### src/rtl/wb_stream_loader.sv
// rtl/wb_stream_loader.sv - Wishbone master packing a byte stream into 32-bit RAM words
module wb_stream_loader #(
  parameter int ADR_WIDTH   = 11,
  parameter int ACK_TIMEOUT = 16
) (
  input  logic        clk_i,
  input  logic        rst_n_i,
  input  logic        start_i,
  input  logic [31:0] base_adr_i,
  input  logic [7:0]  s_data_i,
  input  logic        s_valid_i,
  input  logic        s_last_i,
  output logic        s_ready_o,
  output logic        busy_o,
  output logic        done_o,
  output logic        err_o,
  output logic [15:0] word_cnt_o,
  output logic        wb_cyc_o,
  output logic        wb_stb_o,
  output logic        wb_we_o,
  output logic [31:0] wb_adr_o,
  output logic [31:0] wb_dat_o,
  output logic [3:0]  wb_sel_o,
  input  logic        wb_ack_i
);

  localparam int TW = $clog2(ACK_TIMEOUT + 1);
  // Address bits at or above ADR_WIDTH are frozen from base_adr_i.
  localparam logic [31:0] ADR_MASK = (ADR_WIDTH >= 32) ? 32'hFFFF_FFFF
                                                        : ((32'h1 << ADR_WIDTH) - 32'h1);

  typedef enum logic [1:0] {S_IDLE, S_COLLECT, S_WRITE, S_DONE} state_t;

  state_t         state_q, state_d;
  logic [31:0]    adr_q, adr_d;
  logic [31:0]    dat_q, dat_d;
  logic [3:0]     sel_q, sel_d;
  logic [1:0]     idx_q, idx_d;
  logic           last_q, last_d;
  logic [TW-1:0]  tmo_q, tmo_d;
  logic [15:0]    cnt_q, cnt_d;
  logic           err_q, err_d;
  logic           done_q, done_d;
  logic           rdy_q, rdy_d;
  logic           stb_q, stb_d;
  logic           busy_q, busy_d;

  always_comb begin
    state_d = state_q;
    adr_d   = adr_q;
    dat_d   = dat_q;
    sel_d   = sel_q;
    idx_d   = idx_q;
    last_d  = last_q;
    tmo_d   = tmo_q;
    cnt_d   = cnt_q;
    err_d   = err_q;
    done_d  = 1'b0;
    rdy_d   = rdy_q;
    stb_d   = stb_q;
    busy_d  = busy_q;
    case (state_q)
      S_IDLE: begin
        if (start_i) begin
          adr_d   = base_adr_i & ~32'h3;
          dat_d   = 32'h0;
          sel_d   = 4'h0;
          idx_d   = 2'd0;
          last_d  = 1'b0;
          cnt_d   = 16'h0;
          err_d   = 1'b0;
          rdy_d   = 1'b1;
          busy_d  = 1'b1;
          state_d = S_COLLECT;
        end
      end
      S_COLLECT: begin
        if (s_valid_i && rdy_q) begin
          dat_d[{idx_q, 3'b000} +: 8] = s_data_i;
          sel_d[idx_q] = 1'b1;
          idx_d = idx_q + 2'd1;
          if (idx_q == 2'd3 || s_last_i) begin
            last_d  = s_last_i;
            rdy_d   = 1'b0;
            stb_d   = 1'b1;
            tmo_d   = '0;
            state_d = S_WRITE;
          end
        end
      end
      S_WRITE: begin
        if (wb_ack_i) begin
          stb_d = 1'b0;
          adr_d = (adr_q & ~ADR_MASK) | ((adr_q + 32'd4) & ADR_MASK);
          cnt_d = cnt_q + 16'd1;
          dat_d = 32'h0;
          sel_d = 4'h0;
          if (last_q) begin
            done_d  = 1'b1;
            state_d = S_DONE;
          end else begin
            rdy_d   = 1'b1;
            state_d = S_COLLECT;
          end
        end else if (tmo_q == TW'(ACK_TIMEOUT - 1)) begin
          // Abort: the unanswered word and any remaining stream bytes are abandoned.
          stb_d   = 1'b0;
          err_d   = 1'b1;
          done_d  = 1'b1;
          state_d = S_DONE;
        end else begin
          tmo_d = tmo_q + TW'(1);
        end
      end
      S_DONE: begin
        busy_d  = 1'b0;
        state_d = S_IDLE;
      end
      default: state_d = S_IDLE;
    endcase
  end

  always_ff @(posedge clk_i or negedge rst_n_i) begin
    if (!rst_n_i) begin
      state_q <= S_IDLE;
      adr_q   <= 32'h0;
      dat_q   <= 32'h0;
      sel_q   <= 4'h0;
      idx_q   <= 2'd0;
      last_q  <= 1'b0;
      tmo_q   <= '0;
      cnt_q   <= 16'h0;
      err_q   <= 1'b0;
      done_q  <= 1'b0;
      rdy_q   <= 1'b0;
      stb_q   <= 1'b0;
      busy_q  <= 1'b0;
    end else begin
      state_q <= state_d;
      adr_q   <= adr_d;
      dat_q   <= dat_d;
      sel_q   <= sel_d;
      idx_q   <= idx_d;
      last_q  <= last_d;
      tmo_q   <= tmo_d;
      cnt_q   <= cnt_d;
      err_q   <= err_d;
      done_q  <= done_d;
      rdy_q   <= rdy_d;
      stb_q   <= stb_d;
      busy_q  <= busy_d;
    end
  end

  assign s_ready_o  = rdy_q;
  assign busy_o     = busy_q;
  assign done_o     = done_q;
  assign err_o      = err_q;
  assign word_cnt_o = cnt_q;
  assign wb_cyc_o   = stb_q;
  assign wb_stb_o   = stb_q;
  assign wb_we_o    = stb_q;
  assign wb_adr_o   = adr_q;
  assign wb_dat_o   = dat_q;
  assign wb_sel_o   = sel_q;

endmodule
### config.mk
export PLATFORM = sky130hd
export DESIGN_NAME = wb_stream_loader
export DESIGN_NICKNAME = d
export VERILOG_FILES = /design/src/rtl/wb_stream_loader.sv
export SDC_FILE = /design/constraint.sdc
export NUM_CORES = 1
export LEC_CHECK = 0
export CAP_MARGIN = 20
export CELL_PAD_IN_SITES_DETAIL_PLACEMENT = 2
export CELL_PAD_IN_SITES_GLOBAL_PLACEMENT = 2
export CORE_MARGIN = 2
export CORE_UTILIZATION = 30
export CTS_CLUSTER_SIZE = 40
export DETAILED_ROUTE_END_ITERATION = 7
export PLACE_DENSITY_LB_ADDON = 0.1
export SETUP_SLACK_MARGIN = 0.15
export SYNTH_ARGS = -nofsm -noshare
export SYNTH_HDL_FRONTEND = slang
export SYNTH_SLANG_ARGS = --single-unit
### constraint.sdc
create_clock -name clk_i -period 4.7 [get_ports clk_i]
set_input_delay 0.94 -clock clk_i [delete_from_list [all_inputs] [get_ports clk_i]]
set_output_delay 0.94 -clock clk_i [all_outputs]
set_load 0.02 [all_outputs]
==> results.cfg, run 1 <==
[run_status]
status = completed

[grt]
grt_pass1_vias = 4620
gr-total-overflow = 0
antenna_found_initial = 0
grt_max_degree = 42
track_usage = 0.188
grt_pass1_wl_um = 24200

[sta]
rsz0062_at_grt = false
finalSetupViolations = 0
period_minus_slack_ns = 2.91
final_critical_path_setup_slack_ns = 1.79
finalCritPeriodShare = 0.618
fmax_mhz = 344
finClkSkew_ns = 0.00982
slew_viol_final = 0
setup-tns-final_ns = 0
hold_violations = 0
slew-limit-headroom = 0.330
worstMarginPinSlew_ns = 0.985

[clocking]
cts_tree = done
cts.repair.resized = 0
clock_sinks = 97
root_buffer = clkbuf_16
post_cts_buffers = 0
hold_buffers = 0
htreeDepth = 3
path_clk_slew_ns = 0.07
clock_latency_ns = 0.35
cts_buffer_depth = 2
cts-buffers-inserted = 9

[route]
firstDrtPassIters = 4
vias_per_cell = 5.10
ant_nets = 0
drc = 0
via_count = 4142
drt-total-wl_um = 14700
drt-initial-drc-count = 134
wl_per_cell_um = 18.1

[critical_path]
critPathMaxFanout = 16
path_class = input pin to flip-flop
worstPathRequired_ns = 4.89
cp.arrival_ns = 3.10
crit_path_start_kind = input pin
cp-end-kind = flip-flop

[place]
hpwl_um = 10800
post-place-ws_ns = 1.10
numPortBuffers = 132
place_congestion = 0.730

[synth]
yosysWarnings = 0
synth-async-reset-ratio = 1.00
seq_area_frac_synth = 0.532
synth_cell_types = 50
synth_area_sq_um = 4560
synth-seq-cells = 97
synth.avg_cell_area_sq_um = 9.22
postSynthCellCount = 495
synthFlopType = dfrtp_1
synth_edf_count = 0

[pwr]
p_leak_nw = 2.75
power_density_nw_per_um2 = 569
irDropWorstVdd_v = 0.000230

[final_layout]
final_util = 0.425
final_cell_mix = clkdlybuf4s50_1 (131), nand2_1 (107), dfrtp_1 (97), o21ai_0 (57), nand3_1 (34)
layout.nets = 677
layout_commonest_cell = clkdlybuf4s50_1
antenna_cells = 0
area_growth_pct = 40.1
layout-drive-gt1-share = 0.0641

[floorplan]
ios = 137
die_area_sq_um = 16200
rows = 45
die_w_um = 127
core_sq_um = 15000
dieHeight_um = 127
start_util = 0.304

[hold_path]
holdCritPathClass = input pin to async pin

[job]
max_cap_viol_count = 0
## final timing paths
path                                endpoint  slack (ns)  cells past startpoint         start
worst min register to register  wb_adr_o[15]        0.48                      2  wb_adr_o[15]
worst min-delay path            wb_dat_o[26]        0.47                      1       rst_n_i
worst max register to register  wb_dat_o[30]        2.23                      6      idx_q[0]
max in group asynchronous       wb_adr_o[23]        3.36                      2       rst_n_i
min in group clk_i              wb_adr_o[15]        0.48                      2  wb_adr_o[15]
worst max-delay path            wb_dat_o[14]        1.79                      4      wb_ack_i
## per-stage QoR
stage                     power [mW]  cells  hold slack (ns)  cell area (sq um)
after floorplan                 2.09    496            0.449               4570
after global placement          2.73    794            0.459               6030
after detailed placement        2.80    794            0.466               6030
after CTS                       3.69    810            0.474               6370
after global routing            3.87    812            0.491               6390
final                           3.64    812            0.473               6390
## cells by family (layout without fill, tap and decap cells)
family,count (synthesis),in the layout,synth area share
and+or+nand+nor,212,212,0.220
AOI/OAI and AO/OA,109,109,0.146
DFF,97,97,0.532
muxes,1,1,0.00302
adders and majority gates,12,12,0.0329
xor gates and xnor gates,5,5,0.00960
other,1,2,0.000822
buffers and inverters,58,186,0.0554
## flip-flops by register name, summed over array words and instances (netlist names)
| signal | flops |
|---|---|
| done_o | 1 |
| busy_o | 1 |
| wb_cyc_o | 1 |
| s_ready_o | 1 |
| wb_dat_o | 32 |
| last_q | 1 |
| wb_adr_o | 30 |
| tmo_q | 5 |
| err_o | 1 |
| state_q | 2 |
| idx_q | 2 |
| word_cnt_o | 16 |
| wb_sel_o | 4 |
## Yosys cell counts, types with 3 or more instances
library cell  number  area share
buf_4              4      0.0066
nand3_1           34       0.037
o21ai_0           57       0.063
nor3_1             4      0.0044
clkbuf_1          12      0.0099
nand4_1            3      0.0041
a21oi_1           20       0.022
xnor2_1            5      0.0096
buf_2              9      0.0099
o2bb2ai_1          3      0.0058
ha_1              12       0.033
or3_1              3      0.0041
dfrtp_1           97        0.53
o31ai_1            4      0.0066
inv_1             31       0.026
nor4_1             4      0.0055
a22o_1             3      0.0058
nand3b_1           3      0.0049
a2bb2oi_1          3      0.0058
nor2_1            30       0.025
nand2_1          107       0.088
a31o_2             3      0.0058
a31oi_1            5      0.0069
a41o_1             4      0.0088
## cell type report
type                            count  area (sq um)
Sequential cell                    97          2430
Inverter                           31           116
Fill cell                        1630          8640
Tap cell                          188           235
Clock inverter                      5           103
Timing Repair Buffer              139          1380
Clock buffer                       11           243
Multi-Input combinational cell    341          1890
## power breakdown
part	switching (mW)	total, mW	internal [mW]
logic	0.835	1.47	0.631
clock network	0.327	0.862	0.535
registers	0.240	1.31	1.07
## critical path, cell delays in order
cell,delay (ns)
clkdlybuf4s50_1,0.57
mux2i_2,0.85
a2bb2oi_2,0.52
o21ai_0,0.20
## routing by layer
layer | global-route usage | routed length (um) | vias up | share of wire
li1 | - | - | 1926 | -
met2 | 0.347 | 7780 | 71 | 0.53
met4 | 0.0504 | 153 | 0 | 0.010
met1 | 0.229 | 6320 | 2136 | 0.43
met3 | 0.0272 | 426 | 9 | 0.029
met5 | 0 | 0 | - | 0
Note: power is estimated with default switching activity, not from simulation.
==> inputs of run 2 (changes only) <==
--- a/config.mk
+++ b/config.mk
@@ -9,7 +9,7 @@
 export CELL_PAD_IN_SITES_DETAIL_PLACEMENT = 2
 export CELL_PAD_IN_SITES_GLOBAL_PLACEMENT = 2
 export CORE_MARGIN = 2
-export CORE_UTILIZATION = 30
+export CORE_UTILIZATION = 28
 export CTS_CLUSTER_SIZE = 40
 export DETAILED_ROUTE_END_ITERATION = 7
 export PLACE_DENSITY_LB_ADDON = 0.1
==> constraint.sdc (replaced) <==
create_clock -name clk_i -period 2.9 [get_ports clk_i]
set_input_delay 0.58 -clock clk_i [delete_from_list [all_inputs] [get_ports clk_i]]
set_output_delay 0.58 -clock clk_i [all_outputs]
set_load 0.02 [all_outputs]
==> run 2 against run 1 <==
Compared with the run above:
- count of clock-buffer cells in the layout increased by 3
- die area increased by 6.9%
- hold slack got worse by 0.24 ns
- critical endpoint is now wb_dat_o[13]
- total power increased by 61%
- largest cell class unchanged
==> results.cfg, run 2 (same netlist as run 1, synthesis figures left out) <==
[run_status]
status = completed

[pwr]
power_density_nw_per_um2 = 902
irDropWorstVdd_v = 0.000362
p_leak_nw = 2.79

[final_layout]
antenna_cells = 0
design_area_sq_um = 6480
largest_reg_flops = 32
final_cell_mix = clkdlybuf4s50_1 (131), nand2_1 (107), dfrtp_1 (97), o21ai_0 (57), nand3_1 (34)
area_growth_pct = 42.1
layout-drive-gt1-share = 0.0742
layout_commonest_cell = clkdlybuf4s50_1
layout.nets = 686

[critical_path]
cp_slowest_cell = dfrtp_1
worstPathRequired_ns = 3.15
worstPathCellList = inv_1 -> ha_1 -> nand2_1 -> nor4_2 -> nand2_1 -> o21ai_0
cp-end-kind = flip-flop
critPathTopFamily = simple AND/OR/NAND/NOR gates
crit_path_start_kind = flip-flop
cp_slowest_stage_delay_ns = 0.56
rr_worst_depth = 6
cp.arrival_ns = 2.48
cpMostUsedCell = nand2_1
path_buf_inv = 1
critPathMaxFanout = 10
worst-path-stages = 6
path_class = flip-flop to flip-flop

[clocking]
hold_buffers = 0
clock_latency_ns = 0.34
htreeDepth = 3
cts_buffer_depth = 2
cts-buffers-inserted = 9
cts.repair.resized = 0
post_cts_buffers = 0
clock_sinks = 97
cts_tree = done
path_clk_slew_ns = 0.07
root_buffer = clkbuf_16

[sta]
worstMarginPinSlew_ns = 0.726
setup-tns-final_ns = 0
hold_violations = 0
fmax_mhz = 448
period_minus_slack_ns = 2.23
final_critical_path_setup_slack_ns = 0.669
finalCritPeriodShare = 0.769
finalSetupViolations = 0
slew_viol_final = 0
rsz0062_at_grt = false
slew-limit-headroom = 0.512
finClkSkew_ns = 0.00649

[floorplan]
start_util = 0.287
core_sq_um = 15900
die_area_sq_um = 17300
ios = 137
rows = 46
dieHeight_um = 132
die_w_um = 132

[route]
wl_per_cell_um = 17.3
ant_nets = 0
vias_per_cell = 4.84
via_count = 4106
firstDrtPassIters = 4
drt-initial-drc-count = 169
drt-total-wl_um = 14700
drc = 0

[place]
placedInstanceArea_sq_um = 6140
numPortBuffers = 132
post-place-ws_ns = -0.0382
place_congestion = 0.771
hpwl_um = 10800

[job]
max_cap_viol_count = 0

[grt]
grt_max_degree = 45
antenna_found_initial = 0
track_usage = 0.174
gr-total-overflow = 0
grt_pass1_vias = 4475
grt_pass1_wl_um = 24300

[hold_path]
holdCritPathClass = input pin to async pin
==> run 2: path summary, 6_finish.rpt <==
path / startpoint / endpoint / slack, ns
max: idx_q[0] / wb_dat_o[13] / 0.67
min: rst_n_i / wb_dat_o[23] / 0.23
max reg2reg: idx_q[0] / wb_dat_o[13] / 0.67
min reg2reg: wb_adr_o[26] / wb_adr_o[26] / 0.48
max in group asynchronous: rst_n_i / wb_dat_o[13] / 1.95
min in group clk_i: wb_adr_o[26] / wb_adr_o[26] / 0.48
==> run 2: where the power goes <==
group          total [mW]  switching, mW  internal (mW)
sequential           2.10          0.370           1.73
combinational        2.43           1.37           1.06
clock                1.31          0.509          0.805
total                5.85           2.25           3.60
==> run 2: through the flow <==
| stage | power (mW) | hold WS [ns] | std cells | utilization |
|---|---|---|---|---|
| CTS | 5.92 | 0.258 | 847 | 0.407 |
| detailed placement | 4.57 | 0.465 | 831 | 0.387 |
| global placement | 4.48 | 0.457 | 831 | 0.387 |
| global route | 6.24 | 0.277 | 849 | 0.408 |
| finish | 5.85 | 0.233 | 849 | 0.408 |
| floorplan | 3.39 | 0.284 | 496 | - |
==> run 2: final cells by class <==
type	count	area, sq um
clock buffers	14	264
clock inverters	2	60.1
fillers	1761	9400
inverters	31	116
multi-input cells	341	1890
flip-flops and latches	97	2430
well taps	216	270
repair buffers	148	1460
==> run 2: routing by layer <==
metal,vias to the layer above,routed length [um],global-route usage
met5,-,0,0
met4,0,194,0.0525
met3,11,569,0.0340
met2,79,7430,0.307
met1,2072,6480,0.215
li1,1944,-,-
==> run 2: worst reg2reg max path: cells and delay by family (launching register included) <==
kind            cells  cell delay (ns)
buf+inv             1             0.20
compound gates      1             0.20
flops               1             0.56
fa+ha+maj           1             0.43
simple gates        3             0.77
==> inputs of run 3 (changes only) <==
==> constraint.sdc (replaced) <==
create_clock -name clk_i -period 2.35 [get_ports clk_i]
set_input_delay 0.47 -clock clk_i [delete_from_list [all_inputs] [get_ports clk_i]]
set_output_delay 0.47 -clock clk_i [all_outputs]
set_load 0.02 [all_outputs]
==> run 3 against run 2 <==
Compared with the run above:
- first-iteration DRC count decreased by 15%
- utilization grew 0.40 points
- largest cell class unchanged
- count of clock-buffer cells in the layout shrank 5
- total power is 24% higher
- final area rose by 0.98%
- non-clock buffer count increased by 8
==> results.cfg, run 3 (same netlist as run 1, synthesis figures left out) <==
[floorplan]
rows = 46
start_util = 0.287
die_area_sq_um = 17300
die_w_um = 132
core_sq_um = 15900
dieHeight_um = 132
ios = 137

[route]
via_count = 4139
drt-initial-drc-count = 143
ant_nets = 0
firstDrtPassIters = 4
drc = 0
wl_per_cell_um = 17.8
drt-total-wl_um = 15300
vias_per_cell = 4.83

[sta]
finClkSkew_ns = 0.00574
period_minus_slack_ns = 2.01
finalCritPeriodShare = 0.856
fmax_mhz = 497
slew-limit-headroom = 0.589
rsz0062_at_grt = false
slew_viol_final = 0
worstMarginPinSlew_ns = 0.613
setup-tns-final_ns = 0
finalSetupViolations = 0
hold_violations = 0

[critical_path]
worstPathCellList = clkdlybuf4s50_1
worstPathRequired_ns = 1.88
cp_slowest_stage_delay_ns = 0.70
cp-end-kind = output port
path_buf_inv = 1
r2r_setup_slack_ns = 0.41
cp_slowest_cell = clkdlybuf4s50_1
critPathMaxFanout = 7
crit_path_start_kind = flip-flop
path_class = flip-flop to output port
critPathTopFamily = buffers and inverters
cp.arrival_ns = 1.54

[place]
numPortBuffers = 132
hpwl_um = 11400
place_congestion = 0.743

[clocking]
cts.repair.resized = 0
clock_sinks = 97
htreeDepth = 3
cts_tree = done
hold_buffers = 0
clock_latency_ns = 0.35
root_buffer = clkbuf_16
post_cts_buffers = 0
path_clk_slew_ns = 0.07
cts-buffers-inserted = 9
cts_buffer_depth = 2

[final_layout]
fill_cells = 1746
layout_commonest_cell = clkdlybuf4s50_1
largest_reg_flops = 32
final_cell_mix = clkdlybuf4s50_1 (131), nand2_1 (107), dfrtp_1 (97), o21ai_0 (57), nand3_1 (34)
area_growth_pct = 43.5
multi_input_area_sq_um = 1890
layout.nets = 694
antenna_cells = 0
layout-drive-gt1-share = 0.0905
seqCellArea_sq_um = 2430

[grt]
grt_pass1_vias = 4611
antenna_found_initial = 0
track_usage = 0.183
grt_pass1_wl_um = 25300
grt_max_degree = 42
gr-total-overflow = 0

[job]
max_cap_viol_count = 0

[pwr]
p_seq_frac = 0.351
pwr-share-comb = 0.426
p_leak_nw = 2.83
power.total_mw = 7.27
power_density_nw_per_um2 = 1110
pwr-share-clk = 0.222
p_sw_frac = 0.393
p_int_mw = 4.42
irDropWorstVdd_v = 0.000447
switchingPower_mw = 2.86

[run_status]
status = completed

[hold_path]
holdCritPathClass = input pin to async pin
-- run 3: changes by cell type in the layout (fill, tap and decap cells not counted), sizes merged --
| cell | previous run | this run |
|---|---|---|
| clkbuf | 14 | 9 |
| clkinvlp | 0 | 2 |
| buf | 17 | 25 |
| clkinv | 0 | 2 |
| inv | 31 | 32 |
-- run 3: path summary, 6_finish.rpt --
kind / from / to / cells past startpoint
setup / recovery: word_cnt_o[3] / word_cnt_o[3] / 1
hold reg to reg: wb_adr_o[26] / wb_adr_o[26] / 2
hold / removal: rst_n_i / wb_dat_o[23] / 1
setup reg to reg: state_q[1] / wb_adr_o[10] / 5
min in group clk_i: wb_adr_o[26] / wb_adr_o[26] / 2
max in group asynchronous: rst_n_i / wb_dat_o[13] / 2
-- run 3: routing by layer --
metal | vias to the layer above | wire length [um] | global-route usage
met4 | 0 | 184 | 0.0531
li1 | 1961 | - | -
met2 | 85 | 8060 | 0.331
met3 | 13 | 547 | 0.0320
met1 | 2080 | 6480 | 0.222
met5 | - | 0 | 0
-- run 3: power by group through the flow --
stage | sequential [mW] | combinational [mW] | clock (mW)
after global routing | 2.64 | 3.40 | 1.74
after floorplan | 3.00 | 1.18 | 0
final | 2.56 | 3.10 | 1.62
after global placement | 2.56 | 3.03 | 0
after detailed placement | 2.59 | 3.14 | 0
after CTS | 2.56 | 3.16 | 1.68
-- run 3: final cells by class --
type                       instances  area share
tap                              216      0.0413
clock buffer                       9      0.0344
clock inverter                     7      0.0143
timing repair buffer             156       0.233
sequential                        97       0.371
inverter                          31      0.0178
multi-input combinational        341       0.289
-- run 3: stage by stage --
stage               utilization  cells  hold WS, ns  setup WS, ns  instance area (sq um)
floorplan                     -    496        0.174         0.455                   4570
global placement          0.392    841        0.426         0.137                   6230
detailed placement        0.392    841        0.425        0.0198                   6230
CTS                       0.412    857       0.0439         0.315                   6550
global route              0.412    857       0.0513         0.175                   6550
finish                    0.412    857       0.0381         0.337                   6550
